### src/rtl/iceboard_frame_rx.sv
// ICE board serial receive front end.
// Turns 8N1 UART bytes into checksum-verified SYNC/LEN/PAYLOAD/CHK frames.
module iceboard_frame_rx #(
   parameter int          CLKS_PER_BIT = 434,
   parameter logic [7:0]  SYNC_BYTE    = 8'hAA,
   parameter int          MAX_LEN      = 32,
   parameter int          ADDR_W       = 5
) (
   input  logic              clock,
   input  logic              reset,
   input  logic              rx,
   output logic              frame_valid,
   output logic [7:0]        frame_len,
   input  logic [ADDR_W-1:0] rd_addr,
   output logic [7:0]        rd_data,
   input  logic              frame_ack,
   output logic              byte_strobe,
   output logic [15:0]       err_framing,
   output logic [15:0]       err_checksum,
   output logic [15:0]       err_overrun
);

   localparam logic [15:0] BIT_END  = 16'(CLKS_PER_BIT - 1);
   localparam logic [15:0] HALF_END = 16'(CLKS_PER_BIT / 2 - 1);
   localparam logic [7:0]  LEN_MAX  = 8'(MAX_LEN);

   typedef enum logic [1:0] {
      U_IDLE, U_START, U_DATA, U_STOP
   } ustate_t;

   typedef enum logic [1:0] {
      F_HUNT, F_LEN, F_DATA, F_CHK
   } fstate_t;

   ustate_t     ustate;
   fstate_t     fstate;
   logic        rx_s1, rx_s2, rx_d;
   logic [15:0] cnt;
   logic [2:0]  bit_cnt;
   logic [7:0]  shreg;
   logic [7:0]  byte_data;
   logic        stop_err;

   logic [7:0]  len;
   logic [7:0]  chk;
   logic [7:0]  wr_ptr;
   logic        blocked;
   logic        buf_we;

   logic [7:0]  mem [2**ADDR_W];

   function automatic logic [15:0] sat_inc(input logic [15:0] v);
      return (v == 16'hFFFF) ? v : v + 16'd1;
   endfunction

   always_ff @(posedge clock) begin
      if (reset) begin
         rx_s1       <= 1'b1;
         rx_s2       <= 1'b1;
         rx_d        <= 1'b1;
         ustate      <= U_IDLE;
         cnt         <= '0;
         bit_cnt     <= '0;
         shreg       <= '0;
         byte_data   <= '0;
         byte_strobe <= 1'b0;
         stop_err    <= 1'b0;
      end else begin
         rx_s1       <= rx;
         rx_s2       <= rx_s1;
         rx_d        <= rx_s2;
         byte_strobe <= 1'b0;
         stop_err    <= 1'b0;
         case (ustate)
            U_IDLE: begin
               if (rx_d && !rx_s2) begin
                  ustate  <= U_START;
                  cnt     <= '0;
                  bit_cnt <= '0;
               end
            end
            U_START: begin
               if (cnt == HALF_END) begin
                  cnt    <= '0;
                  ustate <= rx_s2 ? U_IDLE : U_DATA;
               end else begin
                  cnt <= cnt + 16'd1;
               end
            end
            U_DATA: begin
               if (cnt == BIT_END) begin
                  cnt     <= '0;
                  shreg   <= {rx_s2, shreg[7:1]};
                  bit_cnt <= bit_cnt + 3'd1;
                  if (bit_cnt == 3'd7) ustate <= U_STOP;
               end else begin
                  cnt <= cnt + 16'd1;
               end
            end
            U_STOP: begin
               if (cnt == BIT_END) begin
                  cnt    <= '0;
                  ustate <= U_IDLE;
                  if (rx_s2) begin
                     byte_strobe <= 1'b1;
                     byte_data   <= shreg;
                  end else begin
                     stop_err <= 1'b1;
                  end
               end else begin
                  cnt <= cnt + 16'd1;
               end
            end
            default: ustate <= U_IDLE;
         endcase
      end
   end

   // A frame arriving while one is held is parsed but never written.
   assign buf_we = byte_strobe && (fstate == F_DATA) && !blocked && !reset;

   always_ff @(posedge clock) begin
      if (buf_we) mem[wr_ptr[ADDR_W-1:0]] <= byte_data;
   end

   always_ff @(posedge clock) begin
      if (reset) rd_data <= '0;
      else       rd_data <= mem[rd_addr];
   end

   always_ff @(posedge clock) begin
      if (reset) begin
         fstate       <= F_HUNT;
         len          <= '0;
         chk          <= '0;
         wr_ptr       <= '0;
         blocked      <= 1'b0;
         frame_valid  <= 1'b0;
         frame_len    <= '0;
         err_framing  <= '0;
         err_checksum <= '0;
         err_overrun  <= '0;
      end else begin
         if (frame_ack && frame_valid) frame_valid <= 1'b0;
         if (stop_err) begin
            err_framing <= sat_inc(err_framing);
            fstate      <= F_HUNT;
         end else if (byte_strobe) begin
            case (fstate)
               F_HUNT: begin
                  if (byte_data == SYNC_BYTE) fstate <= F_LEN;
               end
               F_LEN: begin
                  if (byte_data == 8'd0 || byte_data > LEN_MAX) begin
                     err_checksum <= sat_inc(err_checksum);
                     fstate       <= F_HUNT;
                  end else begin
                     len     <= byte_data;
                     chk     <= byte_data;
                     wr_ptr  <= '0;
                     blocked <= frame_valid;
                     fstate  <= F_DATA;
                  end
               end
               F_DATA: begin
                  chk    <= chk ^ byte_data;
                  wr_ptr <= wr_ptr + 8'd1;
                  if (wr_ptr == len - 8'd1) fstate <= F_CHK;
               end
               F_CHK: begin
                  fstate <= F_HUNT;
                  if (byte_data != chk) begin
                     err_checksum <= sat_inc(err_checksum);
                  end else if (blocked || frame_valid) begin
                     err_overrun <= sat_inc(err_overrun);
                  end else begin
                     frame_valid <= 1'b1;
                     frame_len   <= len;
                  end
               end
               default: fstate <= F_HUNT;
            endcase
         end
      end
   end

endmodule

### config.mk
export PLATFORM = sky130hd
export DESIGN_NAME = iceboard_frame_rx
export DESIGN_NICKNAME = d
export VERILOG_FILES = /design/src/rtl/iceboard_frame_rx.sv
export SDC_FILE = /design/constraint.sdc
export NUM_CORES = 1
export LEC_CHECK = 0
export ABC_AREA = 0
export BUFFER_PORTS_ARGS = -buffer_cell sky130_fd_sc_hd__buf_2
export CAP_MARGIN = 10
export CORE_UTILIZATION = 45
export CTS_BUF_LIST = sky130_fd_sc_hd__clkbuf_4 sky130_fd_sc_hd__clkbuf_8
export DETAILED_ROUTE_END_ITERATION = 12
export HOLD_SLACK_MARGIN = 0.05
export PLACE_DENSITY_LB_ADDON = 0.2
export SYNTH_ARGS = -nofsm -noshare
export SYNTH_HDL_FRONTEND = slang
export SYNTH_SLANG_ARGS = --single-unit
### constraint.sdc
create_clock -name clock -period 5.7 [get_ports clock]
set_clock_uncertainty 0.15 [all_clocks]
set_input_delay 1.14 -clock clock [delete_from_list [all_inputs] [get_ports clock]]
set_output_delay 1.14 -clock clock [all_outputs]
set_load 0.1 [all_outputs]
Word level (Yosys, flattened, before mapping)

Memory sizes are Yosys's and may differ from the RTL's. A register that Yosys moved wholly into a read port is not among the register bits.
Index checks and enable logic that the tools add are counted.
Widths: inputs -> output; s select.

Register bits: 126
RAM bits: 256
Output and inout port bits: 66
Logic and storage cells: 129
Memories kept: 1

Memories:

| name | words | width | read ports | clocked after Yosys merged registers in | wr ports | RTL line | RTL |
|---|---|---|---|---|---|---|---|
| mem  | 32    | 8     | 1          | 1                                       | 1        | 50       | `logic [7:0] mem [2**ADDR_W];` |

Add/subtract/negate cells: 7
Magnitude comparators: 1
Equality and inequality tests: 25
Multiplexer cells: 36
Bitwise operators: 9
Reduce and logical (&&, ||, !) cells: 30

Operator list:

| kind                  | number |
|---|---|
| $mux 16               | 6 |
| $add 16x1->16 const B | 4 |
| $eq 16x16->1 const B  | 3 |
| $pmux 16 s3           | 1 |
| $pmux 16 s2           | 1 |
| $pmux 8 s2            | 2 |
| $mux 2                | 9 |
| $ne 2x2->1 const B    | 9 |
| $eq 16x8->1 const B   | 1 |
| $eq 16x9->1 const B   | 1 |
| $mux 8                | 2 |
| $pmux 2 s4            | 2 |
| $reduce_and 5->1      | 3 |
| $mux 1                | 10 |
| $reduce_and 3->1      | 3 |
| $add 8x1->8 const B   | 1 |
| $eq 2x2->1 const B    | 4 |
| $eq 8x8->1            | 1 |
| $eq 8x8->1 const B    | 1 |
| $gt 8x6->1 const B    | 1 |
| $logic_not 8->1       | 1 |
| $ne 8x8->1            | 1 |
| $not 1->1             | 8 |
| $reduce_and 4->1      | 2 |
| other kinds (17)      | 31 |

Logic depth before layout (Yosys ltp)

Gate-level depths: netlist (run 1).

Word-level depth: 7
Mapped depth: 10

Least setup slack after synthesis (run 1)

Ideal clock, no wire load.

Kind: input to register
Start: in reset
End: mem mem[13][0] (enable)
Library setup time: 0.370 ns
Arrival time: 2.475 ns
Data required time: 5.180 ns
Slack: 2.705 ns
Stages on the path: 4
Buffers on the path: 1
Path through: clkbuf_1 nor4b_1 nand2_1 nor2_1

Cells in the longest elaborated chain, start to end: 4

RTL lines:

| what                         | RTL line | RTL |
|---|---|---|
| start, declared              | 10       | `input logic reset,` |
| $logic_not 1->1              | 120      | `assign buf_we = byte_strobe && (fstate == F_DATA) && !blocked && !reset;` |
| $logic_and 1x1->1            | 120      |  |
| $mux 1                       | 123      | `if (buf_we) mem[wr_ptr[ADDR_W-1:0]] <= byte_data;` |
| $mux 1 (implied by the code) | 123      |  |
| end, declared                | 50       |  |

Every way passes these cells.

Worst setup path in the final report (run 1)

Start: in reset
End: mem mem[5][7] (enable)

Same word-level chain as after synthesis.

==> results of run 1 <==
-- metal layers --
layer	vias to the layer above	GRT usage, %
met5	-	0
met2	314	32.09
met4	0	6.197
met1	4777	26.88
met3	60	5.085
li1	4615	-
-- final cells by class --
type	count	area (um2)	area share (%)
Clock buffer	74	943.4	5.146
Inverter	13	48.80	0.2662
Sequential cell	390	10370	56.57
Clock inverter	42	409.1	2.232
Tap cell	461	576.8	3.147
Timing Repair Buffer	87	473.0	2.580
Multi-Input combinational cell	703	5510	30.06
-- flip-flops by register name, indices dropped and copies added (netlist names), 3 cells and up, named ones only --
name,cells
err_overrun,16
err_framing,16
bit_cnt,3
byte_data,8
wr_ptr,8
cnt,16
len,8
err_checksum,16
frame_len,8
shreg,8
rd_data,8
mem,256
chk,8
-- worst max-delay path by stage --
stage,cells past startpoint,endpoint,start
after floorplan,4,mem[13][0],reset
after global placement,4,mem[4][4],reset
after detailed placement,4,mem[12][5],reset
after CTS,7,err_checksum[14],byte_data[1]
after global routing,7,err_checksum[12],byte_data[1]
final,4,mem[5][7],reset
-- metrics by stage --
step	power, uW	setup slack (ns)	instances	util (%)
after detailed placement	3258	1.846	1654	47.85
after floorplan	3215	2.705	1161	-
after CTS	5839	2.466	1770	51.66
after global routing	5972	2.258	1770	51.66
final	5777	2.441	1770	51.66
after global placement	3256	1.963	1654	47.85
-- cells by family (layout without fill, tap and decap cells) --
family / Yosys count / count (layout) / share of synthesized area [%]
compound gates: 96 / 96 / 4.074
simple gates: 401 / 401 / 12.49
xor+xnor: 54 / 54 / 2.928
fa+ha+maj: 13 / 13 / 1.007
flops: 390 / 390 / 64.20
buf+inv: 68 / 216 / 1.689
mux: 139 / 139 / 13.62
-- worst max-delay path: cells and delay by family --
family                 cells  cell delay, ns
buffers and inverters      1            0.24
AND/OR/NAND/NOR            3            1.95
-- cell usage in the layout, fill, tap and decap left out, types with 3 or more instances in the layout --
cell | synthesis | routed
edfxtp_1 | 256 | 256
nor2_1 | 150 | 150
dfxtp_1 | 134 | 134
buf_2 | 13 | 72
mux2i_1 | 69 | 69
mux4_2 | 64 | 64
clkbuf_8 | 0 | 62
nand2_1 | 56 | 56
a21oi_1 | 35 | 35
xnor2_1 | 33 | 33
nand3_1 | 32 | 32
nor3_1 | 26 | 26
nand4_1 | 25 | 25
xor2_1 | 21 | 21
and3_1 | 20 | 20
nand2b_1 | 18 | 18
a22o_1 | 16 | 16
clkinv_2 | 0 | 16
clkinv_1 | 0 | 15
buf_4 | 0 | 15
inv_1 | 13 | 13
nor2b_1 | 13 | 13
ha_1 | 13 | 13
clkbuf_4 | 0 | 12
o21ai_0 | 11 | 11
nor4_1 | 10 | 10
a31oi_1 | 9 | 9
bufinv_16 | 0 | 8
or3_1 | 7 | 7
and4_1 | 6 | 6
mux2_2 | 6 | 6
nand3b_1 | 5 | 5
nor4b_1 | 5 | 5
and2_1 | 5 | 5
or2_2 | 4 | 4
a311oi_1 | 4 | 4
or4_1 | 4 | 4
a41oi_1 | 3 | 3
a31o_2 | 3 | 3
-- power groups by stage --
stage,clock network [uW],logic (uW),registers (uW)
floorplan,0,129,3090
global placement,0,207,3050
detailed placement,0,209,3050
CTS,2640,209,2990
global route,2760,222,2990
finish,2580,207,2990
==> results.toml, run 1 <==
[drt]
vias_per_cell = 5.518
dr.first_iter.drc_count = 710
top_layer_used = "met4"
dr.pass1.iters = 5
final_antenna_net_count = 0
vias = 9766
drcViolationCount = 0
m1WireLength_um = 15680
wl_met2_um = 17090
wl_per_cell_um = 20.34
wl_met3_um = 2457
totalWireLength_um = 36010

[floorplanning]
dieWidth_um = 191.5
ioPinCount = 75
rows = 69
die_area_mm2 = 0.03666
start_util_pct = 45.52
fp.dieH_um = 191.5
core_area_mm2 = 0.03548

[yosys]
synth_cells = 1161
synth_edf_count = 256
syn_area_per_cell_um2 = 13.91
syn-num-nets = 1183
async_reset_ff_share_pct = 0
ys_types = 58
yosys_warnings = 0
synthFlopType = "edfxtp_1"
ys_ff_latch = 390
ys_seq_area_share_pct = 64.20
synthTopCellsByArea = "edfxtp_1 48%, dfxtp_1 17%, mux4_2 8.9%"
yosysTopAreaCellShare_pct = 47.59
yosys.area.top_type = "edfxtp_1"
syn-cell-area_mm2 = 0.01615
synth_commonest_cells = "256 x edfxtp_1, 150 x nor2_1, 134 x dfxtp_1"
synth.most_common_cell = "edfxtp_1"

[finish]
drive_above_1_share_pct = 21.01
fillCellCount = 2981
antenna_cells = 0
layout.nets = 1278
syn2layout_area_growth_pct = 13.49
postLayoutCellArea_mm2 = 0.01833

[hold_path]
min_path_cells = 1
whs_endpoint = "rx_s2"
min_path_type = "flop to flop"
min_from = "rx_s1"

[clock_network]
cts_tree = "yes"
clockBufferDepth = 3
clk_pin_slew_ns = 0.06
cts_buffers = 61
cts-root-buf = "clkbuf_8"
clock-sinks = 390
htreeDepth = 2
post_cts_buffers = 0
cts.repair.resized = 0
insertion_delay_ns = 0.65
postCtsHoldBufs = 0

[critical_path]
timing.critical_path.from_type = "primary input"
cp.arrival_ns = 3.36
regToRegEndpoint = "err_checksum[12]"
crit_path_end_kind = "flop"
slowest_delay_ns = 0.71
crit_path_cell_trace = "buf_4, nor4b_1, nand2_1, nor2_1"
r2r_cells = 7
cp_slowest_cell = "nor2_1"
worstPathRequired_ns = 5.80
crit_type = "primary input to flop"
cp_max_fo = 43
r2r_slack_ns = 2.50
r2r-start = "byte_data[1]"

[timing]
tightest_slew_ns = 1.080
rsz0062_at_grt = "false"
finalSetupViolations = 0
period_needed_ns = 3.259
tns_ns = 0
holdWs_ns = 0.2635
timing.final.crit_share_pct = 57.17
hold_viol = 0
fmax_mhz = 306.9
relSlewSlack_pct = 27.74
finalMaxSlewViolations = 0

[run_status]
status = "finished, final reports clean"

[flow_run]
maxCapViolations = 0

[global_routing]
antenna_found_initial = 0
track_usage_pct = 20.08
grt_max_degree = 90
grt_pass1_vias = 9580
grt-ovfl-total = 0
grt_pass1_wl_um = 55510

[pwr]
combinationalPowerShare_pct = 3.6
ir_drop_uv = 225.3
power_switching_share_pct = 21.69
seqPwrFrac_pct = 51.7
p_switching_uw = 1253
internal-power_uw = 4524
power_density_mw_per_mm2 = 315.2
clock_power_share_pct = 44.7
p_leak_uw = 0.006494

[place]
gp_congestion = 0.7770
io_buffer_count = 74
dp_hpwl_um = 22690
place_area_mm2 = 0.01698
Note: power is estimated with default switching activity, not from simulation.
==> run 2, diff against run 1 <==
==> constraint.sdc (replaced) <==
create_clock -name clock -period 2.6 [get_ports clock]
set_clock_uncertainty 0.15 [all_clocks]
set_input_delay 0.52 -clock clock [delete_from_list [all_inputs] [get_ports clock]]
set_output_delay 0.52 -clock clock [all_outputs]
set_load 0.1 [all_outputs]
==> run 2 against run 1 <==
Largest cell class unchanged. Combinational power is 140% higher. Sequential share of layout area fell by 1.4 points. Power rose by 110%. Non-clock buffer count rose by 62.
==> results.toml, run 2 (same netlist as run 1, synthesis figures left out) <==
[floorplanning]
core_area_mm2 = 0.03548
ioPinCount = 75
start_util_pct = 45.52
die_area_mm2 = 0.03666
dieWidth_um = 191.5
fp.dieH_um = 191.5
rows = 69

[pwr]
p_leak_uw = 0.006859
internal-power_uw = 9690
ir_drop_uv = 450.9
power_density_mw_per_mm2 = 656.6
power_switching_share_pct = 21.87
p_total_uw = 12400
clock_power_share_pct = 43.2
p_switching_uw = 2713
seqPwrFrac_pct = 52.8
combinationalPowerShare_pct = 3.9

[critical_path]
cp_max_fo = 9
cp.arrival_ns = 2.77
worstPathRequired_ns = 2.94
crit_type = "flop to flop"
timing.critical_path.from_type = "flop"
slowest_delay_ns = 0.67
cp_top_family = "simple AND/OR/NAND/NOR gates"
crit_path_cell_trace = "nor3_2, a211o_2, nand4_4, or4_1, or3_1, a21oi_1"
crit_path_end_kind = "flop"
critPathBufInv = 0
cp_slowest_cell = "or4_1"

[clock_network]
cts-root-buf = "clkbuf_8"
clock-sinks = 390
cts_tree = "yes"
insertion_delay_ns = 0.59
clockBufferDepth = 3
cts_buffers = 66
htreeDepth = 3
clk_pin_slew_ns = 0.06

[timing]
rsz0062_at_grt = "false"
hold_viol = 0
timing.final.crit_share_pct = 93.30
relSlewSlack_pct = 50.11
period_needed_ns = 2.426
fmax_mhz = 412.2
tightest_slew_ns = 0.7426
tns_ns = 0
finalSetupViolations = 0
finalMaxSlewViolations = 0

[place]
dp_hpwl_um = 21880
io_buffer_count = 74
gp_congestion = 0.8319

[global_routing]
grt_pass1_wl_um = 54170
track_usage_pct = 19.40
grt-ovfl-total = 0
antenna_found_initial = 0
grt_max_degree = 81
use_met2_pct = 32.15
grtUsageMet1_pct = 25.52
grt_pass1_vias = 9791
use_met3_pct = 3.341
busiest_layer = "met2"

[finish]
layout.nets = 1345
syn2layout_area_growth_pct = 16.95
largest_reg_flops = 256
final_common_cell = "edfxtp_1"
antenna_cells = 0
drive_above_1_share_pct = 28.22
final_cell_mix = "256 x edfxtp_1, 150 x nor2_1, 97 x dfxtp_1"

[drt]
vias = 9866
dr.pass1.iters = 5
wl_per_cell_um = 18.72
drcViolationCount = 0
final_antenna_net_count = 0
totalWireLength_um = 34380
dr.first_iter.drc_count = 592
vias_per_cell = 5.374

[flow_run]
maxCapViolations = 0

[hold_path]
min_path_type = "flop to flop"

[run_status]
status = "finished, final reports clean"
[run 2: layout make-up]
class	instances	area (um2)
Fill cell	2985	16590
Sequential cell	390	10420
Multi-Input combinational cell	703	5520
Clock buffer	100	1195
Timing Repair Buffer	149	1018
Tap cell	461	576.8
Clock inverter	20	115.1
Inverter	13	48.80
[run 2: layer usage]
layer | routed length [um] | share of wire [%]
met1 | 15360 | 45
met2 | 16840 | 49
met3 | 1364 | 4.0
met4 | 821 | 2.4
met5 | 0 | 0
[run 2: what timing repair did]
action | CTS | global route
endpoints found under the hold margin | 2 | 0
gates resized for setup | 0 | 2
endpoints found under the setup margin | 0 | 5
hold buffers | 2 | 0
buffers inserted | 0 | 0
[run 2: power groups by stage]
stage	combinational (uW)	clock [uW]	sequential, uW
2_1_floorplan	284	0	6760
3_3_place_gp	489	0	6680
3_5_place_dp	492	0	6680
4_1_cts	495	5530	6550
5_1_grt	524	5800	6550
6_report	488	5360	6550
[run 2: final timing paths]
path | slack, ns | to | cells past startpoint | start
setup / recovery | 0.17 | err_checksum[8] | 6 | byte_data[0]
hold / removal | 0.26 | rx_s2 | 1 | rx_s1
setup reg to reg | 0.17 | err_checksum[8] | 6 | byte_data[0]
hold reg to reg | 0.26 | rx_s2 | 1 | rx_s1
[run 2: per-stage QoR]
step,std cells,setup slack [ns],area [um2],hold WS (ns),util [%]
global route,1836,0.05170,18890,0.2794,53.24
CTS,1836,0.1497,18890,0.2579,53.23
global placement,1714,0.2075,17560,0.2494,49.48
detailed placement,1714,0.1595,17560,0.2455,49.48
finish,1836,0.1741,18890,0.2588,53.24
floorplan,1161,0.02238,16210,0.2395,-
==> run 3, diff against run 2 <==
--- a/config.mk
+++ b/config.mk
@@ -8,7 +8,8 @@
 export ABC_AREA = 0
 export BUFFER_PORTS_ARGS = -buffer_cell sky130_fd_sc_hd__buf_2
 export CAP_MARGIN = 10
-export CORE_UTILIZATION = 45
+export CORE_ASPECT_RATIO = 1.4
+export CORE_UTILIZATION = 50
 export CTS_BUF_LIST = sky130_fd_sc_hd__clkbuf_4 sky130_fd_sc_hd__clkbuf_8
 export DETAILED_ROUTE_END_ITERATION = 12
 export HOLD_SLACK_MARGIN = 0.05
==> run 3 against run 2 <==
Sequential power about the same. Combinational power barely moved. Critical endpoint is now wr_ptr[7]. First-iteration DRC count grew 17%. Largest cell class unchanged. Core utilization up 5.8 points. Routed wire length is 1.7% lower. Sequential share of layout area grew 0.53 points.
==> results.toml, run 3 (same netlist as run 1, synthesis figures left out) <==
[timing]
finalSetupViolations = 0
tightest_slew_ns = 0.8004
hold_viol = 0
rsz0062_at_grt = "false"
timing.final.crit_share_pct = 91.32
fmax_mhz = 421.2
tns_ns = 0
finalMaxSlewViolations = 0
relSlewSlack_pct = 46.23
period_needed_ns = 2.374
holdWs_ns = 0.1992

[finish]
layout.nets = 1335
drive_above_1_share_pct = 27.33
fillCellCount = 2475
stdcell_count = 1756
antenna_cells = 0
postLayoutCellArea_mm2 = 0.01871
syn2layout_area_growth_pct = 15.84
final_cell_mix = "256 x edfxtp_1, 150 x nor2_1, 97 x dfxtp_1"
seq_area_mm2 = 0.01042
final_common_cell = "edfxtp_1"
multiInputGateArea_mm2 = 0.005523
largest_reg_flops = 256

[clock_network]
cts_tree = "yes"
cts-root-buf = "clkbuf_8"
clock-sinks = 390
htreeDepth = 2
insertion_delay_ns = 0.61
cts_buffers = 57
post_cts_buffers = 0
clockBufferDepth = 3
clk_pin_slew_ns = 0.07

[place]
gp_congestion = 0.8339
io_buffer_count = 74
dp_hpwl_um = 21950
dp.cells = 1647
place_area_mm2 = 0.01744

[drt]
vias = 9836
totalWireLength_um = 33800
dr.first_iter.drc_count = 691
drcViolationCount = 0
dr.pass1.iters = 5
vias_per_cell = 5.601
final_antenna_net_count = 0
wl_per_cell_um = 19.25

[critical_path]
slowest_delay_ns = 0.52
worstPathRequired_ns = 2.93
crit_path_cell_trace = "or4b_1, a211o_2, a31oi_4, nand4_1, xor2_1, nor2_1"
cp_top_family = "compound AO/OA/AOI/OAI gates"
crit_type = "flop to flop"
cp_slowest_cell = "or4b_1"
regToRegEndpoint = "wr_ptr[7]"
r2r_cells = 6
critPathBufInv = 0
cp_max_fo = 15
r2r_slack_ns = 0.23
timing.critical_path.from_type = "flop"
cp.arrival_ns = 2.70
crit_path_end_kind = "flop"

[floorplanning]
ioPinCount = 75
start_util_pct = 50.96
dieWidth_um = 153.9
fp.dieH_um = 214.7
rows = 77
core_area_mm2 = 0.03170
die_area_mm2 = 0.03304

[hold_path]
min_path_type = "primary input to flop"
min_from = "reset"
min_path_cells = 4
whs_endpoint = "cnt[5]"

[pwr]
p_leak_uw = 0.006800
p_total_uw = 12300
power_density_mw_per_mm2 = 657.5
ir_drop_uv = 419.8

[global_routing]
grt_pass1_vias = 10020
grt_max_degree = 62
grt-ovfl-total = 0
track_usage_pct = 21.35
antenna_found_initial = 0
grt_pass1_wl_um = 54630

[run_status]
status = "finished, final reports clean"

[flow_run]
maxCapViolations = 0
[run 3: changes by cell type in the layout (fill, tap and decap cells not counted), moves of 2 or more]
cell       before  now
clkbuf_4       29   12
bufinv_16       0    5
clkinv_1        5    8
clkinv_2        9   15
clkbuf_8       71   63
buf_12          6    4
[run 3: layout make-up]
cell class | count | share of cell area, %
clock buffer | 75 | 5.115
clock inverter | 32 | 1.531
inverter | 13 | 0.2608
multi-input combinational | 703 | 29.52
sequential | 390 | 55.67
tap | 395 | 2.641
timing repair buffer | 148 | 5.269
[run 3: per-stage QoR]
stage | util, % | setup WS (ns)
after global routing | 59.03 | 0.01934
after detailed placement | 55.03 | 0.1159
after floorplan | - | 0.02238
after global placement | 55.03 | 0.1936
after CTS | 59.01 | 0.08873
final | 59.03 | 0.2256
[run 3: how the worst max path moves through the flow]
stage / slack, ns / to / cells after the start
2_1_floorplan: 0.02 / err_framing[1] / 6
3_3_place_gp: 0.19 / cnt[6] / 9
3_5_place_dp: 0.12 / cnt[6] / 9
4_1_cts: 0.09 / cnt[9] / 9
5_1_grt: 0.02 / err_checksum[9] / 6
6_report: 0.23 / wr_ptr[7] / 6
[run 3: what timing repair did]
item	4_1_cts	5_1_grt
hold buffers	2	0
hold endpoints to repair	2	0
resized for setup	0	2
setup endpoints to repair	0	9
[run 3: worst register-to-register path: stages, from the launching register on]
cell,delay [ns]
dfxtp_1,0.35
or4b_1,0.52
a211o_2,0.39
a31oi_4,0.43
nand4_1,0.18
xor2_1,0.16
nor2_1,0.06
[run 3: routing by layer]
| metal | vias to the layer above | global-route usage, % | wire, um |
|---|---|---|---|
| li1 | 4696 | - | - |
| met1 | 4880 | 25.59 | 13760 |
| met2 | 196 | 38.21 | 17740 |
| met3 | 64 | 3.517 | 1335 |
| met4 | 0 | 8.233 | 962 |
| met5 | - | 0 | 0 |
[run 3: power breakdown]
group	switching [uW]	internal [uW]	leakage, uW
Sequential	11.3	6540	0.00347
Combinational	301	184	0.00267
Clock	2350	2920	0.000655
Total	2660	9640	0.00680
